[src/rtl/board_move_detector.sv]
// Debounces a 32-square occupancy bitmap and turns settled lift/place/capture
// sequences into move records handed off with a valid/ready handshake.
module board_move_detector #(
  parameter int DEBOUNCE_CYCLES = 200000,
  parameter int SETTLE_CYCLES   = 2000000
) (
  input  logic        clk,
  input  logic        reset,
  input  logic [31:0] sensor_data,
  input  logic        resync,
  input  logic        move_ready,
  output logic        move_valid,
  output logic [4:0]  move_from,
  output logic [4:0]  move_to,
  output logic        move_capture,
  output logic [4:0]  capture_sq,
  output logic [31:0] committed_board,
  output logic        error
);

  localparam int DW = $clog2(DEBOUNCE_CYCLES + 1);
  localparam int SW = $clog2(SETTLE_CYCLES + 1);
  localparam logic [DW-1:0] DB_LAST = DW'(DEBOUNCE_CYCLES - 1);
  localparam logic [SW-1:0] ST_LAST = SW'(SETTLE_CYCLES - 1);

  typedef enum logic [2:0] {INIT, IDLE, LIFTED, SETTLE, EMIT, ERROR} state_t;

  state_t        state;
  logic [31:0]   sample;
  logic [31:0]   stable;
  logic [DW-1:0] dcnt;
  logic [SW-1:0] scnt;
  logic          stable_seen;
  logic          stable_chg;
  logic [31:0]   diff_clr;
  logic [31:0]   diff_set;
  logic [31:0]   rem_clr;

  function automatic logic is_onehot(input logic [31:0] v);
    return (v != '0) && ((v & (v - 32'd1)) == '0);
  endfunction

  function automatic logic [4:0] low_idx(input logic [31:0] v);
    logic [4:0] idx;
    idx = '0;
    for (int unsigned i = 32; i > 0; i--) begin
      if (v[i-1]) idx = 5'(i - 1);
    end
    return idx;
  endfunction

  always_comb begin
    diff_clr = committed_board & ~stable;
    diff_set = stable & ~committed_board;
    rem_clr  = diff_clr & ~(32'd1 << move_from);
  end

  always_ff @(posedge clk) begin
    if (reset) begin
      state           <= INIT;
      sample          <= '0;
      stable          <= '0;
      dcnt            <= '0;
      scnt            <= '0;
      stable_seen     <= 1'b0;
      stable_chg      <= 1'b0;
      move_valid      <= 1'b0;
      move_from       <= '0;
      move_to         <= '0;
      move_capture    <= 1'b0;
      capture_sq      <= '0;
      committed_board <= '0;
      error           <= 1'b0;
    end else begin
      sample     <= sensor_data;
      stable_chg <= 1'b0;
      if (sensor_data != sample) dcnt <= '0;
      else if (dcnt != DB_LAST) dcnt <= dcnt + DW'(1);
      // stable is reloaded every saturated cycle; stable_chg marks real changes only
      if (dcnt == DB_LAST) begin
        stable      <= sample;
        stable_seen <= 1'b1;
        stable_chg  <= (sample != stable);
      end

      if (resync && (state != INIT || stable_seen)) begin
        committed_board <= stable;
        move_valid      <= 1'b0;
        error           <= 1'b0;
        state           <= IDLE;
      end else begin
        case (state)
          INIT: begin
            if (stable_seen) begin
              committed_board <= stable;
              state           <= IDLE;
            end
          end
          IDLE: begin
            if (stable != committed_board) begin
              if (diff_set == '0 && is_onehot(diff_clr)) begin
                move_from <= low_idx(diff_clr);
                state     <= LIFTED;
              end else begin
                error <= 1'b1;
                state <= ERROR;
              end
            end
          end
          LIFTED: begin
            if (stable == committed_board) begin
              state <= IDLE;
            end else if (is_onehot(diff_set) && diff_clr[move_from]) begin
              move_to <= low_idx(diff_set);
              scnt    <= '0;
              state   <= SETTLE;
            end else if (diff_set != '0) begin
              error <= 1'b1;
              state <= ERROR;
            end
          end
          SETTLE: begin
            if (!is_onehot(diff_set)) begin
              error <= 1'b1;
              state <= ERROR;
            end else if (stable_chg) begin
              scnt <= '0;
            end else if (scnt == ST_LAST) begin
              if (rem_clr == '0) begin
                move_capture <= 1'b0;
                capture_sq   <= '0;
                move_valid   <= 1'b1;
                state        <= EMIT;
              end else if (is_onehot(rem_clr)) begin
                move_capture <= 1'b1;
                capture_sq   <= low_idx(rem_clr);
                move_valid   <= 1'b1;
                state        <= EMIT;
              end else begin
                error <= 1'b1;
                state <= ERROR;
              end
            end else begin
              scnt <= scnt + SW'(1);
            end
          end
          EMIT: begin
            if (move_ready) begin
              committed_board <= stable;
              move_valid      <= 1'b0;
              state           <= IDLE;
            end
          end
          ERROR: begin
            if (stable == committed_board) begin
              error <= 1'b0;
              state <= IDLE;
            end
          end
          default: state <= INIT;
        endcase
      end
    end
  end

endmodule

[config.mk]
export PLATFORM = sky130hd
export DESIGN_NAME = board_move_detector
export DESIGN_NICKNAME = d
export VERILOG_FILES = /design/src/rtl/board_move_detector.sv
export SDC_FILE = /design/constraint.sdc
export NUM_CORES = 1
export LEC_CHECK = 0
export ABC_AREA = 1
export CAP_MARGIN = 10
export CORE_UTILIZATION = 39
export DETAILED_ROUTE_END_ITERATION = 6
export GPL_TIMING_DRIVEN = 0
export MAX_ROUTING_LAYER = met4
export PLACE_DENSITY = 0.64
export SYNTH_ARGS = -nofsm -noshare
export SYNTH_HDL_FRONTEND = slang
export SYNTH_SLANG_ARGS = --single-unit
[constraint.sdc]
create_clock -name clk -period 3.93 [get_ports clk]
set_input_delay 0.393 -clock clk [delete_from_list [all_inputs] [get_ports clk]]
set_output_delay 0.393 -clock clk [all_outputs]
set_load 0.03 [all_outputs]
# ---- Word-level counts from Yosys, hierarchy flattened
# Index checks and enable logic that the tools add are counted.
# W data, S select, Z words.
dict set report totals {
  elab_cells 252
  out_inout_bits 50
  input_bits 36
  regBits 158
}
dict set report classes {
  n_mux 145
  eq_ne 38
  addsub 5
  magnitude_cmp 1
  bitwise_logic 13
  shifts 1
  reduce_logical 34
}
# cell count
set op_table {}
lappend op_table {{$mux W5} 98}
lappend op_table {{$and A32 B32 Y32} 6}
lappend op_table {{$logic_not A32 Y1} 5}
lappend op_table {{$mux W21} 5}
lappend op_table {{$mux W32} 3}
lappend op_table {{$ne A32 B32 Y1} 3}
lappend op_table {{$not A32 Y32} 3}
lappend op_table {{$reduce_bool A32 Y1} 3}
lappend op_table {{$sub A32 B1 Y32 const B} 3}
lappend op_table {{$pmux W32 S2} 1}
lappend op_table {{$pmux W21 S2} 1}
lappend op_table {{$mux W3} 11}
lappend op_table {{$eq A32 B32 Y1} 1}
lappend op_table {{$shl A1 B5 Y32 const A} 1}
lappend op_table {{$ne A3 B3 Y1 const B} 10}
lappend op_table {{$ne A2 B2 Y1 const B} 12}
lappend op_table {{$mux W1} 22}
lappend op_table {{$add A21 B1 Y21 const B} 1}
lappend op_table {{$eq A21 B21 Y1 const B} 1}
lappend op_table {{$add A18 B1 Y18 const B} 1}
lappend op_table {{$eq A18 B18 Y1 const B} 1}
lappend op_table {{$ne A18 B18 Y1 const B} 1}
lappend op_table {{$pmux W3 S6} 1}
lappend op_table {{$reduce_and A6 Y1} 3}
lappend op_table {{other kinds (21)} 40}

# ---- Depth between registers and ports, before layout
# Gate-level depths: netlist (run 1).
dict set report logic_depth {
  depth_word 37
  depth_mapped 34
}

# ---- Worst setup path before layout (run 1)
# No wires, ideal clock.
dict set report synth_timing {
  path_kind {reg-to-reg}
  from {register committed_board[1]}
  to {register scnt[5]}
  setup_time_ps 127
  arrival_ps 3254
  required_time_ps 3803
  n_path_buf 1
  setup_slack_ps 549
  synth_period_minus_slack_ps 3381
  stages_incl_launch_ff 26
  cell_sequence {dfxtp_1 > inv_1 > ha_1 > nor2_4 > nand2_4 > nor2_8 > nand2_1 > nor2_2 > inv_2 > nor2_4 > inv_2 > nand2_1 > inv_1 > nor4_2 > nand4_1 > nor2_1 > nand2_1 > nor2_4 > nand2_2 > o21ai_2 > nand2_2 > nor2_4 > inv_2 > buf_6 > nor3_1 > nor3b_2}
}
dict set report synth_via {
  elab_chain_cells 9
}
# item line_no
set synth_rtl {}
lappend synth_rtl {{from (decl)} 17} ;# output logic [31:0] committed_board,
lappend synth_rtl {{from (signal assigned)} 87} ;# committed_board <= stable;
lappend synth_rtl {{from (signal assigned)} 95} ;# committed_board <= stable;
lappend synth_rtl {{from (signal assigned)} 149} ;# committed_board <= stable;
lappend synth_rtl {{$not A32 Y32} 54} ;# diff_set = stable & ~committed_board;
lappend synth_rtl {{$and A32 B32 Y32} 54}
lappend synth_rtl {{$sub A32 B1 Y32} 40} ;# return (v != '0) && ((v & (v - 32'd1)) == '0);
lappend synth_rtl {{$and A32 B32 Y32} 40}
lappend synth_rtl {{$logic_not A32 Y1} 40}
lappend synth_rtl {{$logic_and A1 B1 Y1} 40}
lappend synth_rtl {{$logic_and A1 B1 Y1} 113} ;# end else if (is_onehot(diff_set) && diff_clr[move_from]) begin
lappend synth_rtl {{$ne A2 B2 Y1 (no source line)} n/a}
lappend synth_rtl {{$reduce_and A6 Y1 (no source line) *} n/a}
lappend synth_rtl {{to (signal assigned)} 144} ;# scnt <= scnt + SW'(1);
lappend synth_rtl {{to (decl)} 32} ;# logic [SW-1:0] scnt;
# Mark *: on every way between the ends. The rest lies on a longest branch, timed or not. The select of a mux whose other input is x is not followed.
# A chain may end at the register's enable or synchronous reset.

# ---- Final worst setup path (run 1)
dict set report layout_timing {
  from {register stable[0]}
  to {register move_from[1]}
}
dict set report layout_via {
  elab_chain_cells 8
}
# item line_no
set layout_rtl {}
lappend layout_rtl {{from (decl)} 30} ;# logic [31:0] stable;
lappend layout_rtl {{from (signal assigned)} 81} ;# stable <= sample;
lappend layout_rtl {{$not A32 Y32} 53} ;# diff_clr = committed_board & ~stable;
lappend layout_rtl {{$and A32 B32 Y32} 53}
lappend layout_rtl {{$sub A32 B1 Y32} 40}
lappend layout_rtl {{$and A32 B32 Y32} 40}
lappend layout_rtl {{$logic_not A32 Y1} 40}
lappend layout_rtl {{$logic_and A1 B1 Y1} 40}
lappend layout_rtl {{$logic_and A1 B1 Y1} 101} ;# if (diff_set == '0 && is_onehot(diff_clr)) begin
lappend layout_rtl {{$reduce_and A4 Y1 (no source line)} n/a}
lappend layout_rtl {{to (signal assigned)} 102} ;# move_from <= low_idx(diff_clr);
lappend layout_rtl {{to (decl)} 13} ;# output logic [4:0] move_from,
# Several ways; a longest one is shown, not always the timed one.

==> impl_metrics.toml, run 1 <==
[routing]
wirelength_met1_um = 16600
wl_met2_um = 17300
first_pass_iters = 5
drt_wl_total_um = 37400
detail_route.wl_per_cell_um = 17.2
drt_iter0_markers = 955
vias_per_cell = 5.33
top_layer = "met4"
wl_met3_um = 2320
vias = 11600
final_antenna_net_count = 0
drcViolationCount = 0

[final_layout]
n_fill_cell = 2880
fin_area_sq_um = 13200
final_cells = 2176
diodes = 0
area_growth_pct = 19.1
post_route_cells_drive_above_1_share = 0.0929
seq_area_sq_um = 3170
utilization = 0.473
nets = 1888
multi_input_area_sq_um = 6850

[critical_path]
crit_type = "reg2reg"
end_kind = "register"
worstSetupStartpointType = "register"
reg2reg_depth = 19
cp.required_ps = 4210
arrival_ps = 3980
critPathMaxFanout = 7

[power]
ir_worst_vdd_mv = 0.327
powerDensity_nw_per_um2 = 684
p_leak_nw = 5.54

[clock_network]
htreeDepth = 4
cts_max_path_buffers = 2
cts.sinks = 158
clkLatencyLatePin_ps = 440
clockRootBuffer = "clkbuf_16"
postCtsHoldBufs = 0
cts_made_buffers = 17
clk_pin_slew_ps = 70
cts_tree = "yes"

[sta]
finalMaxSlewViolations = 0
tns_ps = 0
finalHoldViolations = 0
tightest_slew_ps = 1140
max-slew-margin-rel = 0.230
min_period_ps = 3700
fmax_mhz = 270
setup_violations = 0
timing.final.ws_setup_ps = 231
finalCritPeriodShare = 0.941
fin_worst_skew_ps = 11.8

[global_route]
grt_pass1_wl_um = 57800
grt_pass1_vias = 10600
grtUsageTotal = 0.270
grt_overflow = 0
grt_max_degree = 17
antenna_found_initial = 0

[yosys]
syn_inst = 1673
ys_seq_area_frac = 0.286
syn-num-nets = 1775
syn_avg_cell_area_sq_um = 6.61
ys_types = 57
synthArstFlopShare = 0
synth_top_flop_cell = "dfxtp_1"
synth_edf_count = 0
synthesis.area_sq_um = 11100
ys_ff_latch = 158
ys_warn_count = 0

[status]
status = "completed"

[floorplanning]
coreArea_sq_um = 27900
die_x_um = 170
initial_utilization = 0.397
die_area_sq_um = 29000
row_count = 61
io_pins = 86
dieHeight_um = 170

[placement]
place_hpwl_um = 30500
gp_congestion = 0.957
dpl_cell_area_sq_um = 12400
placed_cells = 2135
portBuffers = 84
dp_slack_ps = -274

[min_path]
hold-path-cell-count = 2
min_path_type = "reg2reg"

[flow_run]
max_cap_violations = 0
synth_stat cells, types with 3 or more instances:
| cell type | instances | share of area |
|---|---|---|
| a211oi_1 | 9 | 0.0061 |
| a21o_1 | 3 | 0.0020 |
| a21oi_1 | 137 | 0.062 |
| a221oi_1 | 4 | 0.0032 |
| a31oi_1 | 11 | 0.0062 |
| buf_2 | 4 | 0.0018 |
| clkbuf_1 | 29 | 0.0098 |
| dfxtp_1 | 158 | 0.29 |
| ha_1 | 66 | 0.075 |
| inv_1 | 255 | 0.087 |
| inv_2 | 20 | 0.0068 |
| nand2_1 | 280 | 0.095 |
| nand2_2 | 9 | 0.0051 |
| nand3_1 | 58 | 0.026 |
| nand3_2 | 3 | 0.0027 |
| nand4_1 | 34 | 0.019 |
| nor2_1 | 203 | 0.069 |
| nor2_2 | 15 | 0.0085 |
| nor2_4 | 12 | 0.012 |
| nor3_1 | 48 | 0.022 |
| nor4_1 | 31 | 0.018 |
| nor4_2 | 3 | 0.0034 |
| o2111ai_1 | 6 | 0.0048 |
| o211ai_1 | 7 | 0.0048 |
| o21ai_0 | 116 | 0.053 |
| o21ai_1 | 21 | 0.0095 |
| o21ai_2 | 5 | 0.0040 |
| o21bai_1 | 6 | 0.0041 |
| o221ai_1 | 4 | 0.0032 |
| o22ai_1 | 19 | 0.011 |
| o311ai_0 | 4 | 0.0032 |
| o31ai_1 | 3 | 0.0020 |
| or2_2 | 5 | 0.0028 |
| xnor2_1 | 5 | 0.0040 |
| xor2_1 | 48 | 0.038 |
worst paths after layout:
kind / from / endpoint / slack, ps
max: stable[0] / move_from[1] / 230
min: move_valid / move_valid / 450
max reg2reg: stable[0] / move_from[1] / 230
min reg2reg: move_valid / move_valid / 450
kinds of logic after synthesis:
family          share of synthesized area
compound gates                      0.191
simple gates                        0.299
flops                               0.286
xor+xnor                           0.0420
fa+ha+maj                          0.0747
buf+inv                             0.107
power breakdown:
group | switching [W] | leakage [nW] | internal [W]
Clock | 0.000744 | 0.279 | 0.000903
Sequential | 0.000262 | 1.29 | 0.00181
Combinational | 0.00346 | 3.97 | 0.00183
worst max-delay path, cell delays in order (launching register included):
cell and delay (ps):
dfxtp_1 390, inv_1 90, ha_2 270, nor2_2 170, inv_1 50, nor2_1 80, inv_1 120, nor3_2 180
nand3_2 130, nor3_4 260, nand2_1 100, a221oi_1 250, nand4_1 190, nor4_2 330, and2_4 230, nand2_1 130
nor2_4 150, inv_1 120, a21oi_1 210, a211oi_1 70
metal layers:
metal,vias up,track usage
met1,5325,0.343
li1,5773,-
met5,-,-
met4,0,0.106
met3,71,0.0447
met2,424,0.427
registers in the layout (all words and copies together) (netlist names):
| name | cells |
|---|---|
| move_capture | 1 |
| stable_chg | 1 |
| capture_sq | 5 |
| move_from | 5 |
| stable_seen | 1 |
| scnt | 21 |
| stable | 32 |
| state | 3 |
| move_to | 5 |
| dcnt | 18 |
| sample | 32 |
| committed_board | 32 |
| error | 1 |
| move_valid | 1 |
final cells by class:
| type | instances | area share |
|---|---|---|
| Sequential cell | 158 | 0.241 |
| Inverter | 275 | 0.0784 |
| Clock buffer | 18 | 0.0333 |
| Tap cell | 378 | 0.0359 |
| Clock inverter | 13 | 0.0101 |
| Multi-Input combinational cell | 1204 | 0.520 |
| Timing Repair Buffer | 94 | 0.0695 |
| Buffer | 36 | 0.0114 |
placed cells by master, fill, tap and decap left out, drive strengths merged, types with 4 or more instances in the layout:
cell type,instances
inv,281
a221oi,4
o22ai,19
o211ai,7
a31oi,11
buf,16
a211oi,9
xnor2,5
clkinv,4
o21ai,142
clkbuf,48
o2111ai,6
dfxtp,158
nand4,34
o221ai,4
nand2,291
or2,5
a21oi,139
nand3,63
clkdlybuf4s50,84
nor3,51
o311ai,4
xor2,48
o21bai,6
nor2,232
ha,66
nor4,34
metrics by stage:
| step | total power (W) | hold WS (ps) |
|---|---|---|
| 2_1_floorplan | 0.00566 | 436 |
| 3_3_place_gp | 0.00716 | 434 |
| 3_5_place_dp | 0.00718 | 442 |
| 4_1_cts | 0.00888 | 453 |
| 5_1_grt | 0.00971 | 482 |
| 6_report | 0.00900 | 446 |
what timing repair did:
item	4_1_cts	5_1_grt
pin swaps	0	6
buffers inserted	0	10
setup endpoints to repair	16	35
hold endpoints to repair	0	0
gates resized for setup	8	37
Note: power is estimated with default switching activity, not from simulation.
==> run 2: changes to the inputs <==
Settings changed: CELL_PAD_IN_SITES_DETAIL_PLACEMENT set to 1, CELL_PAD_IN_SITES_GLOBAL_PLACEMENT set to 2, CORE_UTILIZATION 39 to 33, HOLD_SLACK_MARGIN set to 0.1, MAX_ROUTING_LAYER met4 to not set, PLACE_DENSITY 0.64 to 0.88.
==> run 2 against run 1 <==
  * Sequential share of layout area is 0.24 points lower
  * Clock skew rose by 2.7 ps
  * First-iteration DRC count fell by 36%
  * Sequential cell count did not move
  * Global-route usage is 2.0 points lower
  * Maximum frequency shrank 0.27%
  * Cell count rose by 3.2%
  * Routed wire length increased by 12%
  * Critical endpoint is now scnt[20]
  * Largest power group unchanged
==> impl_metrics.toml, run 2 (synthesized netlist as in run 1, its figures left out) <==
[critical_path]
slowest_delay_ps = 380
worstSetupStartpointType = "register"
critPathMaxFanout = 5
critPathMostFrequentCell = "nor2_4"
end_kind = "register"
cp.required_ps = 4260
critPathSlowestCell = "dfxtp_4"
crit_type = "reg2reg"
arrival_ps = 4040

[placement]
gp_congestion = 0.915
place_hpwl_um = 33900
portBuffers = 84
dp_slack_ps = -112
dpl_cell_area_sq_um = 12500
placed_cells = 2199

[global_route]
grt_max_degree = 17
grt_overflow = 0
antenna_found_initial = 0
grtUsageTotal = 0.250
grt_pass1_wl_um = 65100
grt_pass1_vias = 11900

[sta]
setup_violations = 0
finalMaxSlewViolations = 0
finalHoldViolations = 0
timing.final.ws_setup_ps = 221
max-slew-margin-rel = 0.368
tightest_slew_ps = 947
fin_worst_skew_ps = 14.5
min_period_ps = 3710
finalCritPeriodShare = 0.944
fmax_mhz = 270
tns_ps = 0

[clock_network]
cts.sinks = 158
cts_max_path_buffers = 2
cts_made_buffers = 17
clk_pin_slew_ps = 70
clkLatencyLatePin_ps = 450
cts_tree = "yes"
htreeDepth = 4
clockRootBuffer = "clkbuf_16"

[power]
ir_worst_vdd_mv = 0.375
powerDensity_nw_per_um2 = 696
p_leak_nw = 5.59

[final_layout]
final_cells = 2246
final_common_cell = "nand2_1"
seq_area_sq_um = 3200
fin_area_sq_um = 13400
top_regs = "committed_board: 32 flops, sample: 32 flops, stable: 32 flops"
n_fill_cell = 4243
multi_input_area_sq_um = 6920
post_route_cells_drive_above_1_share = 0.108
diodes = 0
final_cell_mix = "nand2_1 (278), inv_1 (255), nor2_1 (191), dfxtp_1 (143), a21oi_1 (136)"
nets = 1893
area_growth_pct = 21.4

[routing]
first_pass_iters = 5
drt_wl_total_um = 41800
vias = 11800
drt_iter0_markers = 608
final_antenna_net_count = 0
detail_route.wl_per_cell_um = 18.6
drcViolationCount = 0
vias_per_cell = 5.26

[flow_run]
max_cap_violations = 0

[floorplanning]
dieHeight_um = 185
io_pins = 86
die_x_um = 185
row_count = 66
die_area_sq_um = 34200
initial_utilization = 0.337
coreArea_sq_um = 32800

[status]
status = "completed"

[min_path]
min_path_type = "reg2reg"
[run 2: what timing repair did]
| action | CTS | global route |
|---|---|---|
| buffers inserted | 2 | 12 |
| pin swaps | 1 | 17 |
| resized for setup | 10 | 73 |
| endpoints found under the setup margin | 23 | 41 |
| hold buffers | 0 | 0 |
[run 2: cell type report]
type / instances / area share
Sequential cell: 158 / 0.239
Multi-Input combinational cell: 1204 / 0.516
Timing Repair Buffer: 99 / 0.0709
Clock buffer: 18 / 0.0320
Inverter: 275 / 0.0769
Clock inverter: 14 / 0.0131
Buffer: 36 / 0.0113
Tap cell: 442 / 0.0412
[run 2: final timing paths]
| path | startpoint | depth (start not counted) | slack, ps | endpoint |
|---|---|---|---|---|
| max | committed_board[1] | 25 | 220 | scnt[20] |
| min | move_to[4] | 2 | 460 | move_to[4] |
| max reg2reg | committed_board[1] | 25 | 220 | scnt[20] |
| min reg2reg | move_to[4] | 2 | 460 | move_to[4] |
[run 2: report_power, final]
part | switching (W) | leakage, nW | internal (W)
clock | 0.000818 | 0.286 | 0.000963
combinational | 0.00360 | 4.01 | 0.00184
sequential | 0.000288 | 1.30 | 0.00183
[run 2: worst max-delay path: cells and delay by family, from the launching register on]
kind          cells  cell delay (ps)
simple gates     19             2560
flops             1              380
buf+inv           4              220
fa+ha+maj         1              250
xor+xnor          1              180
[run 2: per-stage QoR]
stage,hold slack (ps),utilization,power [W]
3_5_place_dp,450,0.380,0.00737
6_report,460,0.409,0.00933
2_1_floorplan,436,-,0.00566
4_1_cts,462,0.400,0.00919
5_1_grt,483,0.409,0.0101
3_3_place_gp,440,0.380,0.00728
[run 2: per-layer routing]
metal,share of wire,GRT usage
met5,0,0
met4,0.040,0.117
met3,0.041,0.0352
met2,0.47,0.418
met1,0.45,0.315
